<file path="src/rtl/cmd_dispatch_mc_pkg.sv">
// Shared types for the command dispatcher:
// slave selects, FSM states, opcodes, ACK/NACK, gain table.
package cmd_dispatch_mc_pkg;

  typedef enum logic [2:0] {
    SS_NONE = 3'd0,
    SS_CH1  = 3'd1,
    SS_CH2  = 3'd2,
    SS_CH3  = 3'd3,
    SS_CH4  = 3'd4,
    SS_TRIG = 3'd5,
    SS_EEP  = 3'd6
  } SlaveSelect;

  typedef enum logic [3:0] {
    IDLE,
    SPI_WR,
    RD_ADDR,
    RD_DATA,
    CAL_OFF_ADDR,
    CAL_OFF_DATA,
    CAL_GAIN_ADDR,
    CAL_GAIN_DATA,
    DUMP
  } state_t;

  localparam logic [3:0] OP_DUMP     = 4'h1;
  localparam logic [3:0] OP_CFG_GAIN = 4'h2;
  localparam logic [3:0] OP_SET_TRIG = 4'h3;
  localparam logic [3:0] OP_SET_TPOS = 4'h4;
  localparam logic [3:0] OP_SET_DEC  = 4'h5;
  localparam logic [3:0] OP_SET_TCFG = 4'h6;
  localparam logic [3:0] OP_RD_TCFG  = 4'h7;
  localparam logic [3:0] OP_WR_EEP   = 4'h8;
  localparam logic [3:0] OP_RD_EEP   = 4'h9;

  localparam logic [7:0] ACK  = 8'hA5;
  localparam logic [7:0] NACK = 8'hEE;

  // Front-end gain DAC frame for a ggg setting.
  function automatic logic [15:0] gain_frame(
    input logic [2:0] g
  );
    logic [7:0] v;
    unique case (g)
      3'd0: v = 8'h02;
      3'd1: v = 8'h05;
      3'd2: v = 8'h09;
      3'd3: v = 8'h14;
      3'd4: v = 8'h28;
      3'd5: v = 8'h46;
      3'd6: v = 8'h6B;
      3'd7: v = 8'hDD;
    endcase
    return {8'h13, v};
  endfunction

  // Channel n is wired to slave select SS_CH(n+1).
  function automatic SlaveSelect ch_ss(
    input logic [1:0] ch
  );
    return SlaveSelect'({1'b0, ch} + 3'd1);
  endfunction

endpackage

</file>
<file path="src/rtl/cmd_dispatch_mc_spi_tmo_cnt.sv">
// SPI frame timeout counter.
// clr restarts, en counts, tmo flags TMO cycles since clr.
module spi_tmo_cnt #(
  parameter int TMO = 1024
) (
  input  logic clk,
  input  logic rst_n,
  input  logic clr,
  input  logic en,
  output logic tmo
);

  logic [15:0] cnt;

  // cnt reads k-1 in the k-th cycle after clr,
  // so tmo rises exactly TMO cycles after it.
  assign tmo = (cnt == 16'(TMO - 1));

  always_ff @(posedge clk or negedge rst_n) begin
    if (!rst_n)
      cnt <= '0;
    else if (clr)
      cnt <= '0;
    else if (en && !tmo)
      cnt <= cnt + 16'd1;
  end

endmodule

</file>
<file path="src/rtl/cmd_dispatch_mc.sv">
// Command dispatcher: decodes UART commands, drives SPI
// frames, config regs, calibration fetch and dump control.
module cmd_dispatch_mc
  import cmd_dispatch_mc_pkg::*;
#(
  parameter int NUM_CH     = 3,
  parameter int TRIG_POS_W = 9,
  parameter int DEC_W      = 4,
  parameter int SPI_TMO    = 1024
) (
  input  logic                   clk,
  input  logic                   rst_n,
  input  logic [23:0]            cmd,
  input  logic                   cmd_rdy,
  output logic                   clr_cmd_rdy,
  output logic [7:0]             resp_data,
  output logic                   send_resp,
  output SlaveSelect             ss,
  output logic                   wrt_SPI,
  output logic [15:0]            SPI_data,
  input  logic [7:0]             EEP_data,
  input  logic                   SPI_done,
  output logic                   start_dump,
  output logic [1:0]             dump_channel,
  input  logic [7:0]             dump_data,
  input  logic                   send_dump,
  input  logic                   dump_finished,
  input  logic                   set_capture_done,
  output logic [5:0]             trig_cfg,
  output logic [DEC_W-1:0]       decimator,
  output logic [TRIG_POS_W-1:0]  trig_pos,
  output logic signed [7:0]      cal_offset,
  output logic [7:0]             cal_gain
);

  state_t     st, nxt;
  SlaveSelect ss_q;
  logic [15:0] spi_q;
  logic [2:0]  ggg_q [4];
  logic [7:0]  off_q;
  logic        start_q;
  logic        tmo, wait_st;
  logic        ld_pos, ld_dec, ld_cfg;
  logic        ld_ggg, ld_dch, ld_off, ld_cal;

  logic [3:0] op;
  logic [1:0] ch;
  logic [2:0] g;
  logic       ch_ok;
  logic       unused_bits;

  assign op    = cmd[19:16];
  assign ch    = cmd[9:8];
  assign g     = cmd[12:10];
  assign ch_ok = {30'd0, ch} < NUM_CH;
  assign unused_bits = ^{cmd[23:20], cmd[15:14]};

  assign start_dump = start_q;

  assign wait_st = st inside {SPI_WR, RD_ADDR, RD_DATA,
                              CAL_OFF_ADDR, CAL_OFF_DATA,
                              CAL_GAIN_ADDR, CAL_GAIN_DATA};

  spi_tmo_cnt #(
    .TMO (SPI_TMO)
  ) u_tmo (
    .clk   (clk),
    .rst_n (rst_n),
    .clr   (wrt_SPI),
    .en    (wait_st),
    .tmo   (tmo)
  );

  always_comb begin
    nxt         = st;
    clr_cmd_rdy = 1'b0;
    send_resp   = 1'b0;
    resp_data   = 8'h00;
    wrt_SPI     = 1'b0;
    SPI_data    = spi_q;
    ss          = (st == IDLE) ? SS_NONE : ss_q;
    ld_pos      = 1'b0;
    ld_dec      = 1'b0;
    ld_cfg      = 1'b0;
    ld_ggg      = 1'b0;
    ld_dch      = 1'b0;
    ld_off      = 1'b0;
    ld_cal      = 1'b0;
    // A frame that completes on the timeout cycle still counts.
    if (rst_n && wait_st && !SPI_done && tmo) begin
      resp_data = NACK;
      send_resp = 1'b1;
      nxt       = IDLE;
    end else if (rst_n) begin
      unique case (st)
        IDLE: if (cmd_rdy) begin
          clr_cmd_rdy = 1'b1;
          send_resp   = 1'b1;
          resp_data   = ACK;
          unique case (1'b1)
            (op == OP_SET_TPOS): ld_pos = 1'b1;
            (op == OP_SET_DEC):  ld_dec = 1'b1;
            (op == OP_SET_TCFG): ld_cfg = 1'b1;
            (op == OP_RD_TCFG):
              resp_data = {2'b00, trig_cfg};
            (op == OP_CFG_GAIN && ch_ok): begin
              send_resp = 1'b0;
              ld_ggg    = 1'b1;
              wrt_SPI   = 1'b1;
              ss        = ch_ss(ch);
              SPI_data  = gain_frame(g);
              nxt       = SPI_WR;
            end
            (op == OP_SET_TRIG): begin
              send_resp = 1'b0;
              wrt_SPI   = 1'b1;
              ss        = SS_TRIG;
              SPI_data  = {8'h13, cmd[7:0]};
              nxt       = SPI_WR;
            end
            (op == OP_WR_EEP): begin
              send_resp = 1'b0;
              wrt_SPI   = 1'b1;
              ss        = SS_EEP;
              SPI_data  = {2'b01, cmd[13:0]};
              nxt       = SPI_WR;
            end
            (op == OP_RD_EEP): begin
              send_resp = 1'b0;
              wrt_SPI   = 1'b1;
              ss        = SS_EEP;
              SPI_data  = {2'b00, cmd[13:8], 8'h00};
              nxt       = RD_ADDR;
            end
            (op == OP_DUMP && ch_ok): begin
              send_resp = 1'b0;
              ld_dch    = 1'b1;
              wrt_SPI   = 1'b1;
              ss        = SS_EEP;
              SPI_data  = {2'b00, ch, ggg_q[ch],
                           1'b0, 8'h00};
              nxt       = CAL_OFF_ADDR;
            end
            default: resp_data = NACK;
          endcase
        end
        SPI_WR: if (SPI_done) begin
          resp_data = ACK;
          send_resp = 1'b1;
          nxt       = IDLE;
        end
        RD_ADDR: if (SPI_done) begin
          wrt_SPI  = 1'b1;
          ss       = SS_EEP;
          SPI_data = 16'h0000;
          nxt      = RD_DATA;
        end
        RD_DATA: if (SPI_done) begin
          resp_data = EEP_data;
          send_resp = 1'b1;
          nxt       = IDLE;
        end
        CAL_OFF_ADDR: if (SPI_done) begin
          wrt_SPI  = 1'b1;
          ss       = SS_EEP;
          SPI_data = 16'h0000;
          nxt      = CAL_OFF_DATA;
        end
        CAL_OFF_DATA: if (SPI_done) begin
          ld_off   = 1'b1;
          wrt_SPI  = 1'b1;
          ss       = SS_EEP;
          SPI_data = {2'b00, dump_channel,
                      ggg_q[dump_channel], 1'b1, 8'h00};
          nxt      = CAL_GAIN_ADDR;
        end
        CAL_GAIN_ADDR: if (SPI_done) begin
          wrt_SPI  = 1'b1;
          ss       = SS_EEP;
          SPI_data = 16'h0000;
          nxt      = CAL_GAIN_DATA;
        end
        // Offset is held aside so a timeout leaves cal intact.
        CAL_GAIN_DATA: if (SPI_done) begin
          ld_cal = 1'b1;
          nxt    = DUMP;
        end
        DUMP: begin
          if (send_dump) begin
            resp_data = dump_data;
            send_resp = 1'b1;
          end else if (dump_finished) begin
            nxt = IDLE;
          end
        end
        default: nxt = IDLE;
      endcase
    end
  end

  always_ff @(posedge clk or negedge rst_n) begin
    if (!rst_n) begin
      st           <= IDLE;
      ss_q         <= SS_NONE;
      spi_q        <= '0;
      trig_cfg     <= '0;
      decimator    <= '0;
      trig_pos     <= '0;
      dump_channel <= '0;
      off_q        <= '0;
      start_q      <= 1'b0;
      cal_offset   <= '0;
      cal_gain     <= '0;
      for (int i = 0; i < 4; i++)
        ggg_q[i] <= '0;
    end else begin
      st      <= nxt;
      start_q <= ld_cal;
      if (wrt_SPI) begin
        ss_q  <= ss;
        spi_q <= SPI_data;
      end
      if (ld_pos) trig_pos  <= cmd[TRIG_POS_W-1:0];
      if (ld_dec) decimator <= cmd[DEC_W-1:0];
      if (ld_cfg) trig_cfg  <= cmd[13:8];
      // Capture-done wins over a same-cycle write of bit 5.
      if (set_capture_done) trig_cfg[5] <= 1'b0;
      if (ld_ggg) ggg_q[ch] <= g;
      if (ld_dch) dump_channel <= ch;
      if (ld_off) off_q <= EEP_data;
      if (ld_cal) begin
        cal_offset <= $signed(off_q);
        cal_gain   <= EEP_data;
      end
    end
  end

endmodule

</file>
<file path="config.mk">
export PLATFORM = sky130hd
export DESIGN_NAME = cmd_dispatch_mc
export DESIGN_NICKNAME = d
export VERILOG_FILES = /design/src/rtl/cmd_dispatch_mc_pkg.sv /design/src/rtl/cmd_dispatch_mc_spi_tmo_cnt.sv /design/src/rtl/cmd_dispatch_mc.sv
export SDC_FILE = /design/constraint.sdc
export NUM_CORES = 1
export LEC_CHECK = 0
export CAP_MARGIN = 20
export CORE_MARGIN = 2
export CORE_UTILIZATION = 47
export DETAILED_ROUTE_END_ITERATION = 16
export GPL_TIMING_DRIVEN = 0
export PLACE_DENSITY_LB_ADDON = 0.08
export RECOVER_POWER = 100
export SETUP_SLACK_MARGIN = 0.4
export SLEW_MARGIN = 20
export SYNTH_ARGS = -nofsm -noshare
export SYNTH_HDL_FRONTEND = slang
export SYNTH_HIERARCHICAL = 1
export SYNTH_SLANG_ARGS = --single-unit
</file>
<file path="constraint.sdc">
create_clock -name clk -period 2.7 [get_ports clk]
set_input_delay 0.405 -clock clk [delete_from_list [all_inputs] [get_ports clk]]
set_output_delay 0.405 -clock clk [all_outputs]
set_load 0.01 [all_outputs]
</file>
* Yosys cells after proc, flatten, opt, wreduce, memory -nomap -nowiden
Memory sizes are Yosys's and may differ from the RTL's.
Index checks and enable logic that the tools add are counted.
** Cells by class
- Add/subtract/negate cells :: 2
- Order comparisons :: 4
- Eq/ne operators :: 28
- Mux-type cells :: 95
- Bitwise gates (word level) :: 2
- Reduce and logical (&&, ||, !) cells :: 22
** Operators with widths (count)
- 16-bit 2-to-1 mux :: 7
- 16-bit one-hot mux with 5 select lines :: 1
- 8-bit 2-to-1 mux :: 6
- 16-bit one-hot mux with 3 select lines :: 1
- 1-bit 2-to-1 mux :: 46
- 4-bit 2-to-1 mux :: 11
- 4-bit by 3-bit == test with 1-bit output (second input constant) :: 8
- 4-bit one-hot mux with 8 select lines :: 1
- 8-bit one-hot mux with 4 select lines :: 1
- 3-bit 2-to-1 mux :: 10
- 3-bit by 2-bit inequality test with 1-bit output (second input constant) :: 6
- 16-bit by 1-bit adder with 16-bit output (second input constant) :: 1
- 16-bit by 10-bit == test with 1-bit output (second input constant) :: 1
- 4-bit by 2-bit == test with 1-bit output (second input constant) :: 4
- 8-bit one-hot mux with 2 select lines :: 1
- 3-bit binary-select mux with 2-bit select :: 2
- 12-bit bitwise mux :: 1
- 4-bit == test (second input constant) :: 3
- 4-bit one-hot mux with 3 select lines :: 1
- 11-bit AND reduction :: 1
- 3-bit one-hot mux with 3 select lines :: 1
- 3-bit OR reduction :: 3
- 4-bit by 1-bit == test with 1-bit output (second input constant) :: 2
- 8-bit OR reduction :: 1
- other kinds (21) :: 33
** Storage, ports and cells
- Bits in registers :: 97
- ROM bits :: 64
- Logic and storage cells :: 171
- Memories :: 1
** Memory list
- (no name shown) :: words 8, bits a word 8, read ports 1, clocked after memory_dff 0, wr ports 0, line cmd_dispatch_mc_pkg.sv:45 : unique case (g)

* Logic depth before layout (Yosys ltp)
- Depth in word-level cells :: 9
- Gate-level depth with buffers :: 10

* Hierarchy
Netlist, hierarchy kept.
** Modules (own cells, without submodules)
- cmd_dispatch_mc :: times used 1, cells an instance 412, area an instance 4623.2 µm², sequential area each 2026.9 µm²
- spi_tmo_cnt :: times used 1, cells an instance 92, area an instance 897.1 µm², sequential area each 400.4 µm²

* Worst setup path after synthesis
OpenSTA, ideal clock, no wires.
- Path kind :: reg-to-output
- From :: register u_tmo.cnt[10]
- To :: output SPI_data[11]
- Data arrival time :: 2.596 ns
- Required time :: 2.295 ns
- Setup slack :: -0.301 ns
- Stages on the path, launching flop included :: 8
- Path through :: dfrtp_1 or4_4 nor4_1 inv_1 o41ai_4 a2111oi_4 and3_1 a211o_1
** Between the ends
- Longest elaborated chain between the ends :: 3
** Ends and longest elaborated chain
- from (decl) :: line cmd_dispatch_mc_spi_tmo_cnt.sv:13 : logic [15:0] cnt;
- from (signal assigned) :: line cmd_dispatch_mc_spi_tmo_cnt.sv:25 : cnt <= cnt + 16'd1;
- 16-bit by 10-bit == test with 1-bit output :: line cmd_dispatch_mc_spi_tmo_cnt.sv:17 : assign tmo = (cnt == 16'(TMO - 1));
- named net tmo :: line cmd_dispatch_mc.sv:42 : logic tmo, wait_st;
- 1-bit logical AND :: line cmd_dispatch_mc.sv:90 : if (rst_n && wait_st && !SPI_done && tmo) begin
- 16-bit 2-to-1 mux :: line cmd_dispatch_mc.sv:90
- to (decl) :: line cmd_dispatch_mc.sv:20 : output logic [15:0] SPI_data,
The timed path passes the listed nets, and every way through them passes these cells.

* Worst setup path after layout
- From :: register u_tmo.cnt[11]
- To :: output SPI_data[2]
Same word-level chain as after synthesis.

==> metrics list <==
* Status: finished, violations left
- Violated checks: max-capacitance violations, max-slew violations, negative setup slack
* Placed cell areas: 6970 um^2
* Worst path arrival time: between 2 and 3 ns
- Peak VDD IR: between 600 and 700 uV
* Reported leakage power: 3.77 nW
* Number of synthesized flops with an enable pin: 0
- For this run, asynchronously set or reset flops after synthesis account for 100%.
- Leading area contributor after synthesis: dfrtp_1
- Synthesized instance count: between 500 and 600
- Of the cells placed in the final design, the portion with a size suffix greater than 1 is between 40 and 50%.
* Antenna diode count: 0
- Dividing the final minimum period by the clock period gives 123%.
* Clock buffers created by TritonCTS: 9
- Total area of multi-input combinational cells: roughly 3400 um^2
* Clock insertion delay at the later pin of the skew report: between 0.3 and 0.4 ns
- Ranked by total cell area, the synthesized netlist is headed by dfrtp_1 (44%), mux2_2 (9.6%), o21ai_0 (2.7%).
- CP startpoint kind: flip-flop
* Number of buffers between clock root and the deepest sink: 2
- The worst setup path is captured at a primary output.
- For this run, the post-layout net count is between 700 and 800.
* Max Transition Viols Final: 75
- Unrepaired setup endpoints after global routing: true
* Grt total ovfl: 0
- Post-layout instance count excluding filler cells: ~850
- Measured slew at the worst slew-check pin: 1.81 ns
* Average via count per standard cell: between 6 and 7
- Number of hold-slack violations in the final timing report: 0
- H-tree level count: 3
- For this run, the number of Yosys warnings is 6.
* Post-synth net total: around 560
- TritonCTS clock tree: built
- Once detail routing completed, the nets flagged for antenna violations numbered 0.
- Setup violations remaining at the end of the flow were counted as just under 70.
- For this run, the leading register cell type out of synthesis is dfrtp_1.
- The final layout contains routed wiring with a total length of between 15,000 and 20,000 um.
- Dpl cells: 755
- The worst hold path belongs to the class flip-flop to flip-flop.
- Die Y: between 100 and 150 um
- Starting density of the core: between 40% and 50%
* Number of antenna violations at the first check in global routing: 0
* Startpoint of the worst register-to-register path: u_tmo/cnt[11]$_DFFE_PN0P_
- In this run the power density over the cells is 756 nW/um^2.
* Max transition margin: -20.9%
- IO buf count: roughly 110
- The most critical setup path has its startpoint at u_tmo/cnt[11]$_DFFE_PN0P_.
- Root buffer selected by CTS: clkbuf_16
* WHS Endpoint: ggg_q[0]$_DFFE_PN0P_
- Summing every instance area after synthesis gives between 5000 and 6000 um^2.
- Count leader, synth: dfrtp_1
- The routed design could run at a clock period as short as approximately 3.3 ns.
- GPL Wtd Cong: between 0.8 and 0.9
* Die area: 12,600 um^2
- Across all setup checks in the final design, the least slack found is -0.617 ns.
- Largest net degree at the start of global routing: 75
- After clock tree synthesis, the clock-pin slew on the worst setup and hold paths is 0.07 ns.
- In this run the mean area of a mapped cell was between 10 and 15 um^2.
- At the end of the flow the core is filled with cells to between 70% and 80%.
* Wire length of the first global-routing pass: around 27,000 um
- Setup TNS after final layout: -16.56 ns
* Number of clock sinks: just under 100
* CP required: 2.30 ns
- Summing over every cut layer, the via total after detailed routing is 5,072.
* Maximum fanout count along the critical path: 4
- During I/O placement, the number of pins put on the boundary was 115.
- The share of the Yosys chip area taken by registers is between 40% and 50%.
* Cell Rows: 39
- Vias in the first global route: ~5,200
- Slack of the worst reg-to-reg path: -0.22 ns
- Horiz. Die Dim: roughly 110 um
- Worst hold stages: 1
* GRT Overall Usage: 27.7%
- Max-cap violations in this run came to 1.
- Fill cell total of the finished layout: approximately 830
- Start point of the worst min-delay path: ggg_q[0]$_DFFE_PN0P_
* Design area: about 8300 um^2
- After synthesis the netlist holds a flip-flop and latch count of 97.
* List of most frequent post-synthesis cells: dfrtp_1 (97), mux2_2 (47), o21ai_0 (30)
* Number of DRC violations after detailed-routing iteration 0: roughly 350
- Sequential cell area: between 2000 and 2500 um^2
- Share of Yosys cell area claimed by the top area cell type: between 40 and 50%
* Critical register-to-register path endpoint: cal_offset[6]$_DFFE_PN0P_
- The first TritonRoute pass finished after 4 iterations.
* Layout area overhead: 49.9%
- Fmax: approximately 0.3 GHz
* Final Skew: 0.00825 ns
- Measured in cells, the most critical reg-to-reg path has a length of 15.
* Number of different library cells in the post-synthesis netlist: 73
- Worst Setup Path Type: flip-flop to primary output
- In the final routed layout, each cell accounts on average for about 21 um.
- In this run the standard cell core region covers between 10,000 and 15,000 um^2.
- Drc violations: 0
* Estimated wirelength of the detail-placed design: 11,300 um
==> state kept, by name, summed over array words and instances, names as in the netlist <==
| name | flops |
|---|---|
| cal_gain | 8 |
| cal_offset | 8 |
| decimator | 4 |
| dump_channel | 2 |
| ggg_q | 12 |
| off_q | 8 |
| spi_q | 16 |
| ss_q | 3 |
| st | 4 |
| start_dump | 1 |
| trig_cfg | 6 |
| trig_pos | 9 |
| u_tmo/cnt | 16 |
==> cell families after synthesis <==
family	synth area share (%)
AOI/OAI and AO/OA	18.5
xor gates and xnor gates	0.317
adders and majority gates	2.27
buffers and inverters	4.12
DFF	44.0
muxes	15.3
and+or+nand+nor	15.5
==> final cells by class <==
| type | count | share of cell area, % |
|---|---|---|
| Timing Repair Buffer | 180 | 19.7 |
| Clock buffer | 11 | 2.93 |
| Tap cell | 143 | 2.16 |
| Clock inverter | 5 | 1.24 |
| Buffer | 29 | 2.95 |
| Sequential cell | 97 | 29.3 |
| Inverter | 18 | 0.847 |
| Multi-Input combinational cell | 362 | 40.8 |
==> critical path, cell delays in order (launching register included) <==
cell and delay, ns:
dfrtp_1 0.39, or4_4 0.56, nor4_4 0.14, buf_4 0.18, inv_4 0.03, o41a_1 0.46
buf_4 0.17, o21ai_4 0.10, buf_6 0.16, buf_6 0.12, o2bb2ai_2 0.09, buf_2 0.15
==> worst max path at each step <==
stage | to | slack [ns] | depth (start not counted)
final | SPI_data[2] | -0.62 | 11
after global routing | SPI_data[9] | -0.68 | 11
after CTS | SPI_data[9] | -0.62 | 11
after detailed placement | SPI_data[7] | -1.14 | 10
after global placement | SPI_data[2] | -4.25 | 8
after floorplan | SPI_data[2] | -0.05 | 8
==> where the power goes <==
part           internal [mW]  switching (mW)  total (mW)
clock                  0.930           0.573        1.50
combinational           1.42            1.31        2.73
sequential              1.79           0.236        2.02
==> metrics by stage <==
stage	worst slack (ns)	total power [mW]	hold WS, ns
after floorplan	-0.0484	3.31	0.109
after global placement	-4.25	4.18	0.459
after detailed placement	-1.14	4.25	0.289
after CTS	-0.624	6.07	0.0850
after global routing	-0.676	6.54	0.506
final	-0.617	6.26	0.474
==> per-layer routing <==
layer  track usage, %  part of all wire [%]
met1             36.4                    42
met2             44.8                    49
met3             6.43                   6.1
met4             10.9                   2.5
met5                0                     0
==> layout by cell type, fill, tap and decap left out, drive strengths merged, types with 12 or more instances in the layout <==
cell type and n:
or3 13, a21oi 23, nor2 22, a22oi 13
clkbuf 31, and2 12, inv 18, dlygate4sd3 39
nand2 25, o21ai 41, buf 113, dfrtp 97
clkdlybuf4s50 32, mux2 57
==> what timing repair did <==
action,in CTS,in global routing
gates resized for setup,206,79
endpoints found under the hold margin,23,0
setup buffers,49,19
setup endpoints to repair,106,123
hold buffers,1,0
gates cloned,5,0
pin swaps,21,26
(Power assumes the default switching activity.)
